### config.mk
export PLATFORM = sky130hd
export DESIGN_NAME = silicon_net_injector
export DESIGN_NICKNAME = d
export VERILOG_FILES = /design/src/rtl/silicon_net_injector_pkg.sv /design/src/rtl/silicon_net_injector_credit_counter.sv /design/src/rtl/silicon_net_injector.sv
export SDC_FILE = /design/constraint.sdc
export NUM_CORES = 1
export LEC_CHECK = 0
export CAP_MARGIN = 20
export CORE_ASPECT_RATIO = 2
export CORE_MARGIN = 2
export CORE_UTILIZATION = 38
export DETAILED_ROUTE_END_ITERATION = 16
export PLACE_DENSITY = 0.76
export SLEW_MARGIN = 10
export SYNTH_ARGS = -nofsm -noshare
export SYNTH_HDL_FRONTEND = slang
export SYNTH_HIERARCHICAL = 1
export SYNTH_SLANG_ARGS = --single-unit
### constraint.sdc
create_clock -name clk -period 3.16 [get_ports clk]
set_clock_uncertainty 0.1 [all_clocks]
set_input_delay 0.316 -clock clk [delete_from_list [all_inputs] [get_ports clk]]
set_output_delay 0.316 -clock clk [all_outputs]
set_load 0.03 [all_outputs]
### src/rtl/silicon_net_injector_pkg.sv
// Shared types for the switch injection port: flit interface, credit return, FSM states.
// Widths are fixed here so the top, the credit counter and the bench agree on packing.
package silicon_net_injector_pkg;

  function automatic int port_width(input int n);
    return (n > 1) ? $clog2(n) : 1;
  endfunction

  localparam int NUM_PORTS        = 8;
  localparam int PORT_WIDTH       = port_width(NUM_PORTS);
  localparam int FLIT_WIDTH       = 64;
  localparam int MAX_CREDIT_WIDTH = 5;

  typedef struct packed {
    logic [FLIT_WIDTH-1:0] data;
    logic [PORT_WIDTH-1:0] dst_port;
    logic                  head;
    logic                  tail;
  } switch_ifc_t;

  typedef struct packed {
    logic                        valid;
    logic [MAX_CREDIT_WIDTH-1:0] count;
  } switch_credit_t;

  typedef enum logic {
    ST_HEAD = 1'b0,
    ST_BODY = 1'b1
  } inj_state_e;

endpackage

### src/rtl/silicon_net_injector_credit_counter.sv
// Credit return handshake (one-cycle ack per accepted credit) and saturating credit counter.
// Overflow beyond the downstream limit saturates the count and raises a sticky error.
module silicon_net_injector_credit_counter
  import silicon_net_injector_pkg::*;
#(
  parameter int MAX_FLITS_PER_PORT_DOWNSTREAM = 16
) (
  input  logic                        clk,
  input  logic                        rst,
  input  switch_credit_t              credit_i,
  input  logic                        flit_acc_i,
  output logic                        credack_o,
  output logic [MAX_CREDIT_WIDTH-1:0] credits_o,
  output logic                        error_o
);

  localparam int SUM_W = MAX_CREDIT_WIDTH + 2;

  logic [MAX_CREDIT_WIDTH-1:0] credits_q, credits_d;
  logic                        ack_q, err_q, err_d;
  logic                        credit_acc;
  logic [SUM_W-1:0]            sum;

  // A credit presented while our ack is high belongs to the previous handshake.
  assign credit_acc = credit_i.valid && !ack_q;

  always_comb begin
    sum       = SUM_W'(credits_q)
              + (credit_acc ? SUM_W'(credit_i.count) : SUM_W'(0))
              - SUM_W'(flit_acc_i);
    credits_d = sum[MAX_CREDIT_WIDTH-1:0];
    err_d     = err_q;
    if (sum > SUM_W'(MAX_FLITS_PER_PORT_DOWNSTREAM)) begin
      credits_d = MAX_CREDIT_WIDTH'(MAX_FLITS_PER_PORT_DOWNSTREAM);
      err_d     = 1'b1;
    end
  end

  always_ff @(posedge clk or posedge rst) begin
    if (rst) begin
      credits_q <= '0;
      ack_q     <= 1'b0;
      err_q     <= 1'b0;
    end else begin
      credits_q <= credits_d;
      ack_q     <= credit_acc;
      err_q     <= err_d;
    end
  end

  assign credack_o = ack_q;
  assign credits_o = credits_q;
  assign error_o   = err_q;

endmodule

### src/rtl/silicon_net_injector.sv
// Client-to-switch injector: frames flits into messages with head/tail and a per-message dst.
// One registered output pulse per accepted flit; client is ready whenever credits are nonzero.
module silicon_net_injector
  import silicon_net_injector_pkg::*;
#(
  parameter int FLITS_PER_MESSAGE             = 4,
  parameter int MAX_FLITS_PER_PORT_DOWNSTREAM = 16
) (
  input  logic                        clk,
  input  logic                        rst,
  input  logic [FLIT_WIDTH-1:0]       client_data_in,
  input  logic [PORT_WIDTH-1:0]       client_dst_in,
  input  logic                        client_valid_in,
  output logic                        client_ready_out,
  output switch_ifc_t                 output_ifc_out,
  output logic                        output_valid_out,
  input  switch_credit_t              credit_in,
  output logic                        credack_out,
  output logic [MAX_CREDIT_WIDTH-1:0] credits_out,
  output logic                        error_out
);

  localparam int IDX_W = (FLITS_PER_MESSAGE > 1) ? $clog2(FLITS_PER_MESSAGE) : 1;
  localparam logic [IDX_W-1:0] LAST_IDX = IDX_W'(FLITS_PER_MESSAGE - 1);

  inj_state_e            state_q, state_d;
  logic [IDX_W-1:0]      idx_q, idx_d;
  logic [PORT_WIDTH-1:0] dst_q, dst_d;
  switch_ifc_t           ifc_q, ifc_d;
  logic                  vld_q;
  logic                  flit_acc;
  logic                  last;

  silicon_net_injector_credit_counter #(
    .MAX_FLITS_PER_PORT_DOWNSTREAM(MAX_FLITS_PER_PORT_DOWNSTREAM)
  ) u_credit (
    .clk       (clk),
    .rst       (rst),
    .credit_i  (credit_in),
    .flit_acc_i(flit_acc),
    .credack_o (credack_out),
    .credits_o (credits_out),
    .error_o   (error_out)
  );

  assign client_ready_out = (credits_out != '0);
  assign flit_acc         = client_valid_in && client_ready_out;

  always_comb begin
    state_d = state_q;
    idx_d   = idx_q;
    dst_d   = dst_q;
    ifc_d   = ifc_q;
    last    = (idx_q == LAST_IDX);
    if (flit_acc) begin
      case (state_q)
        ST_HEAD: begin
          dst_d = client_dst_in;
          ifc_d = '{data: client_data_in, dst_port: client_dst_in, head: 1'b1,
                    tail: (FLITS_PER_MESSAGE == 1)};
          if (FLITS_PER_MESSAGE == 1) begin
            idx_d = '0;
          end else begin
            idx_d   = IDX_W'(1);
            state_d = ST_BODY;
          end
        end
        default: begin
          // Body flits keep the destination latched at the head; client_dst_in is ignored.
          ifc_d = '{data: client_data_in, dst_port: dst_q, head: 1'b0, tail: last};
          if (last) begin
            idx_d   = '0;
            state_d = ST_HEAD;
          end else begin
            idx_d = idx_q + IDX_W'(1);
          end
        end
      endcase
    end
  end

  always_ff @(posedge clk or posedge rst) begin
    if (rst) begin
      state_q <= ST_HEAD;
      idx_q   <= '0;
      dst_q   <= '0;
      ifc_q   <= '0;
      vld_q   <= 1'b0;
    end else begin
      state_q <= state_d;
      idx_q   <= idx_d;
      dst_q   <= dst_d;
      ifc_q   <= ifc_d;
      vld_q   <= flit_acc;
    end
  end

  assign output_ifc_out   = ifc_q;
  assign output_valid_out = vld_q;

endmodule
### Word-level counts from Yosys, hierarchy flattened

Index checks and enable logic that the tools add are counted.

| operators by class | value |
|---|---|
| add/subtract/negate cells | 3 |
| multipliers | 0 |
| div/mod/pow operators | 0 |
| magnitude comparators | 1 |
| equality and inequality tests | 1 |
| shifts and indexed selects | 0 |
| multiplexer cells | 7 |
| bitwise gates (word level) | 1 |
| reduce and logical (&&, ||, !) cells | 5 |

Operators with widths:

| operator | number |
|---|---|
| 5-bit 2-to-1 mux | 3 |
| 5-bit by 7-bit adder with 7-bit output | 1 |
| 7-bit by 5-bit greater-than comparator with 1-bit output, second input constant | 1 |
| 7-bit by 1-bit subtractor with 7-bit output | 1 |
| 5-bit nonzero test | 1 |
| 2-bit 2-to-1 mux | 2 |
| 2-bit by 1-bit adder with 2-bit output, second input constant | 1 |
| 2-bit == test, second input constant | 1 |
| 1-bit logical AND | 2 |
| 1-bit 2-to-1 mux | 2 |
| 2-bit AND reduction | 1 |
| 1-bit logical NOT | 1 |
| 1-bit NOT | 1 |

| storage, ports and cells | value |
|---|---|
| bits in registers | 83 |
| bits in latches | 0 |
| RAM bits | 0 |
| bits in read-only memories | 0 |
| output and inout bits | 78 |
| word-level logic and storage cells | 29 |
| memories kept | 0 |

### Longest topological paths before layout

| logic depth | value |
|---|---|
| depth after elaboration | 7 |
| depth in mapped cells | 13 |

### Hierarchy

The synthesis kept the hierarchy.

Modules (own cells, without submodules):

| module | instances | cells each | area an instance (um^2) | sequential area each (um^2) |
|---|---|---|---|---|
| silicon_net_injector | 1 | 175 | 2,937.8 | 1,901.8 |
| silicon_net_injector_credit_counter | 1 | 71 | 654.4 | 175.2 |

### Least setup slack after synthesis

OpenSTA, ideal clock, no wires.

| timing path | value |
|---|---|
| path type | reg2reg |
| start | register u_credit.credits_q[1] (netlist: u_credit/credits_o[1]) |
| end | register u_credit.err_q (netlist: u_credit/error_o) |
| setup time | 0.078 ns |
| arrival | 3.206 ns |
| required time | 2.982 ns |
| path slack | -0.224 ns |
| cell stages (with the launch flop) | 14 |
| clock period less this slack | 3.384 ns |
| cells stage by stage | dfrtp_1 > or3_4 > o21ai_4 > buf_4 > inv_1 > ha_1 > inv_1 > ha_1 > inv_1 > fa_1 > nand2b_1 > a21oi_1 > mux2_2 > o21bai_1 |

| on the way | value |
|---|---|
| longest elaborated chain between the ends | 4 |
| elaborated cells between the ends (all ways) | 5 |
| those cells by class | 2 x add/sub; 1 x order compare; 2 x reduce/logical |

Ends and longest elaborated chain:

| item | line | RTL |
|---|---|---|
| start: declaration | silicon_net_injector_credit_counter.sv:19 | `logic [MAX_CREDIT_WIDTH-1:0] credits_q, credits_d;` |
| start signal: assignment | silicon_net_injector_credit_counter.sv:45 | `credits_q <= credits_d;` |
| 5-bit nonzero test | silicon_net_injector.sv:46 | `assign client_ready_out = (credits_out != '0);` |
| 1-bit logical AND | silicon_net_injector.sv:47 | `assign flit_acc = client_valid_in && client_ready_out;` |
| named net flit_acc | silicon_net_injector.sv:31 | `logic flit_acc;` |
| 7-bit by 1-bit subtractor with 7-bit output | silicon_net_injector_credit_counter.sv:30 | `- SUM_W'(flit_acc_i);` |
| 7-bit by 5-bit greater-than comparator with 1-bit output | silicon_net_injector_credit_counter.sv:33 | `if (sum > SUM_W'(MAX_FLITS_PER_PORT_DOWNSTREAM)) begin` |
| end signal: assignment | silicon_net_injector_credit_counter.sv:47 | `err_q <= err_d;` |
| end: declaration | silicon_net_injector_credit_counter.sv:20 | `logic ack_q, err_q, err_d;` |

The timed path passes the listed nets, and every way through them passes these cells.
A chain may end at the register's enable or synchronous reset.

### Worst setup path after layout

| timing path | value |
|---|---|
| start | register u_credit.credits_q[0] (netlist: u_credit/credits_o[0]) |
| end | register u_credit.err_q (netlist: u_credit/error_o) |

The elaborated chain is that of the path after synthesis.

==> impl_metrics.ini <==
[detailed_routing]
routed_wl_mm = 8.89
first_pass_iters = 4
ant_nets = 0
viasPerCell = 4.91
vias = 2531
wl_per_cell_um = 17.3
first_iter_violations = 89
drc = 0

[global_routing]
grtUsageTotal = 0.177
grt.overflow.total = 0
antenna_found_initial = 0
grt_max_degree = 77
grt_pass1_vias = 2661
grt_pass1_wl_mm = 13.5

[sta]
setup-violations-final = 0
relSlewSlack = 0.395
fin_crit_sh = 0.910
hold_viol = 0
worst_slack_ns = 0.284
layout_min_cycle_time_ns = 2.88
max_freq_ghz = 0.348
final_max_slew_viol_count = 0
rsz0062_at_grt = false
worstMarginPinSlew_ns = 0.907

[worst_setup_path]
startpoint_type = flip-flop
required_ns = 3.32
worst_r2r_startpoint = u_credit/credits_o[0]$_DFF_PP0_
critPathMaxStageDelay_ns = 0.43
worstPathArrival_ns = 3.04
cp_max_fo = 3
crit_path_cell_trace = or3_4 -> o21ai_4 -> inv_4 -> ha_4 -> inv_2 -> ha_4 -> inv_2 -> fa_2 -> nand2b_4 -> a21oi_4 -> mux2_4 -> o21bai_1
cpMaxStageDelayCell = dfrtp_2
critPathCaptureType = flip-flop
crit_type = flip-flop to flip-flop
crit_start = u_credit/credits_o[0]$_DFF_PP0_

[power_and_ir_drop]
powerDensity_mw_per_mm2 = 1020
clock_power_share = 0.190
ir_drop_uv = 580
power.leakage_nw = 2.37
power_mw = 5.70
switching_share = 0.388
switchingPower_mw = 2.22
intPower_mw = 3.49
p_comb_frac = 0.514
p_seq_frac = 0.296

[cells_and_area]
final_layout_size_suffix_gt1_frac = 0.265
instances_no_fill = 515
fillerInstances = 761
areaGrowthSynthToFinish_pct = 55.7
diodes = 0
nets = 494
final_area_sq_mm = 0.00559

[synthesis]
yosysUniqueCellTypes = 36
syn_area_sq_mm = 0.00359
synthesis.nets = 334
synthDominantCellAreaShare = 0.578
yosysWarnings = 6
post-synth-top-area-cell = dfrtp_1
synthCells = 246
synth_area_leaders = dfrtp_1 58%, mux2_2 22%, ha_1 3.8%
syn_area_per_cell_sq_um = 14.6
ys_seq_elements = 83
synth_seq_area_share = 0.578

[die]
die_area_sq_mm = 0.0103
row_count = 50
initial_core_util = 0.388
die_x_um = 72.8
pin_count = 154
core_region_area_sq_mm = 0.00926
die_y_um = 142

[clock_tree]
cts_buffer_depth = 2
post_cts_buffers = 0
cts_hold_buffers = 0
htreeDepth = 3
cts_root_buf = clkbuf_16
cts_tree = yes
numCtsBuffers = 9
numClockSinks = 83
clk_pin_slew_ns = 0.06
clock_latency_ns = 0.34
post_cts_resize_count = 0

[flow_run]
maxCapViolCount = 0

[place]
place_inst = 499
dpl_worst_slack_ns = 0.0327
gp_congestion = 0.954
place_hpwl_mm = 6.74
port_buffers = 153
placed_cell_area_sq_mm = 0.00528

[run_status]
outcome = complete, no violations

[worst_hold_path]
hold_path.class = primary input to asynchronous set/reset pin
[worst paths after layout]
| path | cells past startpoint | slack [ns] | endpoint |
|---|---|---|---|
| min reg2reg | 1 | 0.39 | output_ifc_out[16]$_DFFE_PP0P_ |
| max | 12 | 0.28 | u_credit/error_o$_DFFE_PP0N_ |
| max reg2reg | 12 | 0.28 | u_credit/error_o$_DFFE_PP0N_ |
| max in group asynchronous | 3 | 2.33 | output_ifc_out[62]$_DFFE_PP0P_ |
| min in group clk | 1 | 0.39 | output_ifc_out[16]$_DFFE_PP0P_ |
| min | 2 | 0.16 | u_credit/credack_o$_DFF_PP0_ |
[through the flow]
step                      hold WS (ns)  setup TNS [ns]   util
after global routing             0.209               0  0.604
after global placement           0.368               0  0.571
after CTS                        0.162               0  0.604
after floorplan                 0.0193        -0.00675      -
after detailed placement         0.380               0  0.571
final                            0.160               0  0.604
[per-layer routing]
metal  track usage  up-vias  routed length (um)
li1              -     1172                   -
met1         0.172     1254                2910
met2         0.335       89                5310
met3        0.0405       16                 425
met4        0.0897        0                 247
met5             0        -                   0
[kinds of logic (layout without fill, tap and decap cells)]
family / Yosys count / count (layout) / share of synthesized area
AOI/OAI and AO/OA: 17 / 17 / 0.0488
xor gates and xnor gates: 3 / 3 / 0.00732
adders and majority gates: 12 / 12 / 0.0439
buffers and inverters: 28 / 193 / 0.0428
DFF: 83 / 83 / 0.578
muxes: 76 / 76 / 0.238
and+or+nand+nor: 27 / 27 / 0.0411
[power groups by stage]
stage | registers, mW | clock network (mW) | logic, mW
after global routing | 1.74 | 1.16 | 3.10
final | 1.69 | 1.08 | 2.93
after detailed placement | 1.71 | 0 | 2.95
after CTS | 1.70 | 1.11 | 2.96
after floorplan | 2.40 | 0 | 1.15
after global placement | 1.69 | 0 | 2.91
[area by class of cell]
cell class	count	area, sq um	area share
sequential	83	2080	0.372
clock inverter	6	71.3	0.0127
multi-input combinational	135	1420	0.254
clock buffer	10	239	0.0427
tap	104	130	0.0233
timing repair buffer	158	1580	0.283
inverter	19	73.8	0.0132
[critical path, delay by kind of cell, from the launching register on]
| family | cells | cell delay, ns |
|---|---|---|
| AO/OA/AOI/OAI | 3 | 0.52 |
| AND/OR/NAND/NOR | 2 | 0.59 |
| buffers and inverters | 3 | 0.16 |
| flip-flops | 1 | 0.43 |
| multiplexers | 1 | 0.31 |
| adder cells (fa/ha/maj) | 3 | 0.70 |
[sequential cells by signal, indices dropped and copies added (netlist names)]
signal and count:
u_credit/credits_o 5, idx_q 2, u_credit/error_o 1, u_credit/credack_o 1, output_valid_out 1, dst_q 3, state_q 1, output_ifc_out 69
[cell usage after synthesis, drive strengths merged]
library cell	number
ha	11
mux2i	1
o21ba	1
dfrtp	83
inv	19
a2111oi	1
a21oi	3
nand2b	1
or3	1
o211a	2
a211o	1
nor2b	2
xor2	3
nand2	8
nor3	3
nor4bb	1
nor4b	1
buf	7
nand3	2
o21bai	1
clkbuf	2
or2	2
a21o	1
and2	1
a311oi	1
o2bb2ai	2
nor3b	1
fa	1
a2bb2oi	1
nor2	4
mux2	75
o21ai	3
[layout by cell type, fill, tap and decap left out, types with 2 or more instances in the layout]
| master | count |
|---|---|
| inv_2 | 3 |
| xor2_1 | 2 |
| inv_1 | 15 |
| dfrtp_1 | 81 |
| o21ai_0 | 2 |
| inv_6 | 2 |
| buf_4 | 4 |
| a21oi_1 | 2 |
| dfrtp_2 | 2 |
| nand2_1 | 8 |
| o2bb2ai_1 | 2 |
| ha_4 | 2 |
| o211a_1 | 2 |
| ha_1 | 9 |
| nor2_1 | 4 |
| nor2b_1 | 2 |
| mux2_2 | 68 |
| nand3_1 | 2 |
| nor3_1 | 3 |
| mux2_1 | 6 |
| clkbuf_16 | 9 |
| clkdlybuf4s50_1 | 153 |
| clkinvlp_4 | 2 |
Note: power is estimated with default switching activity, not from simulation.
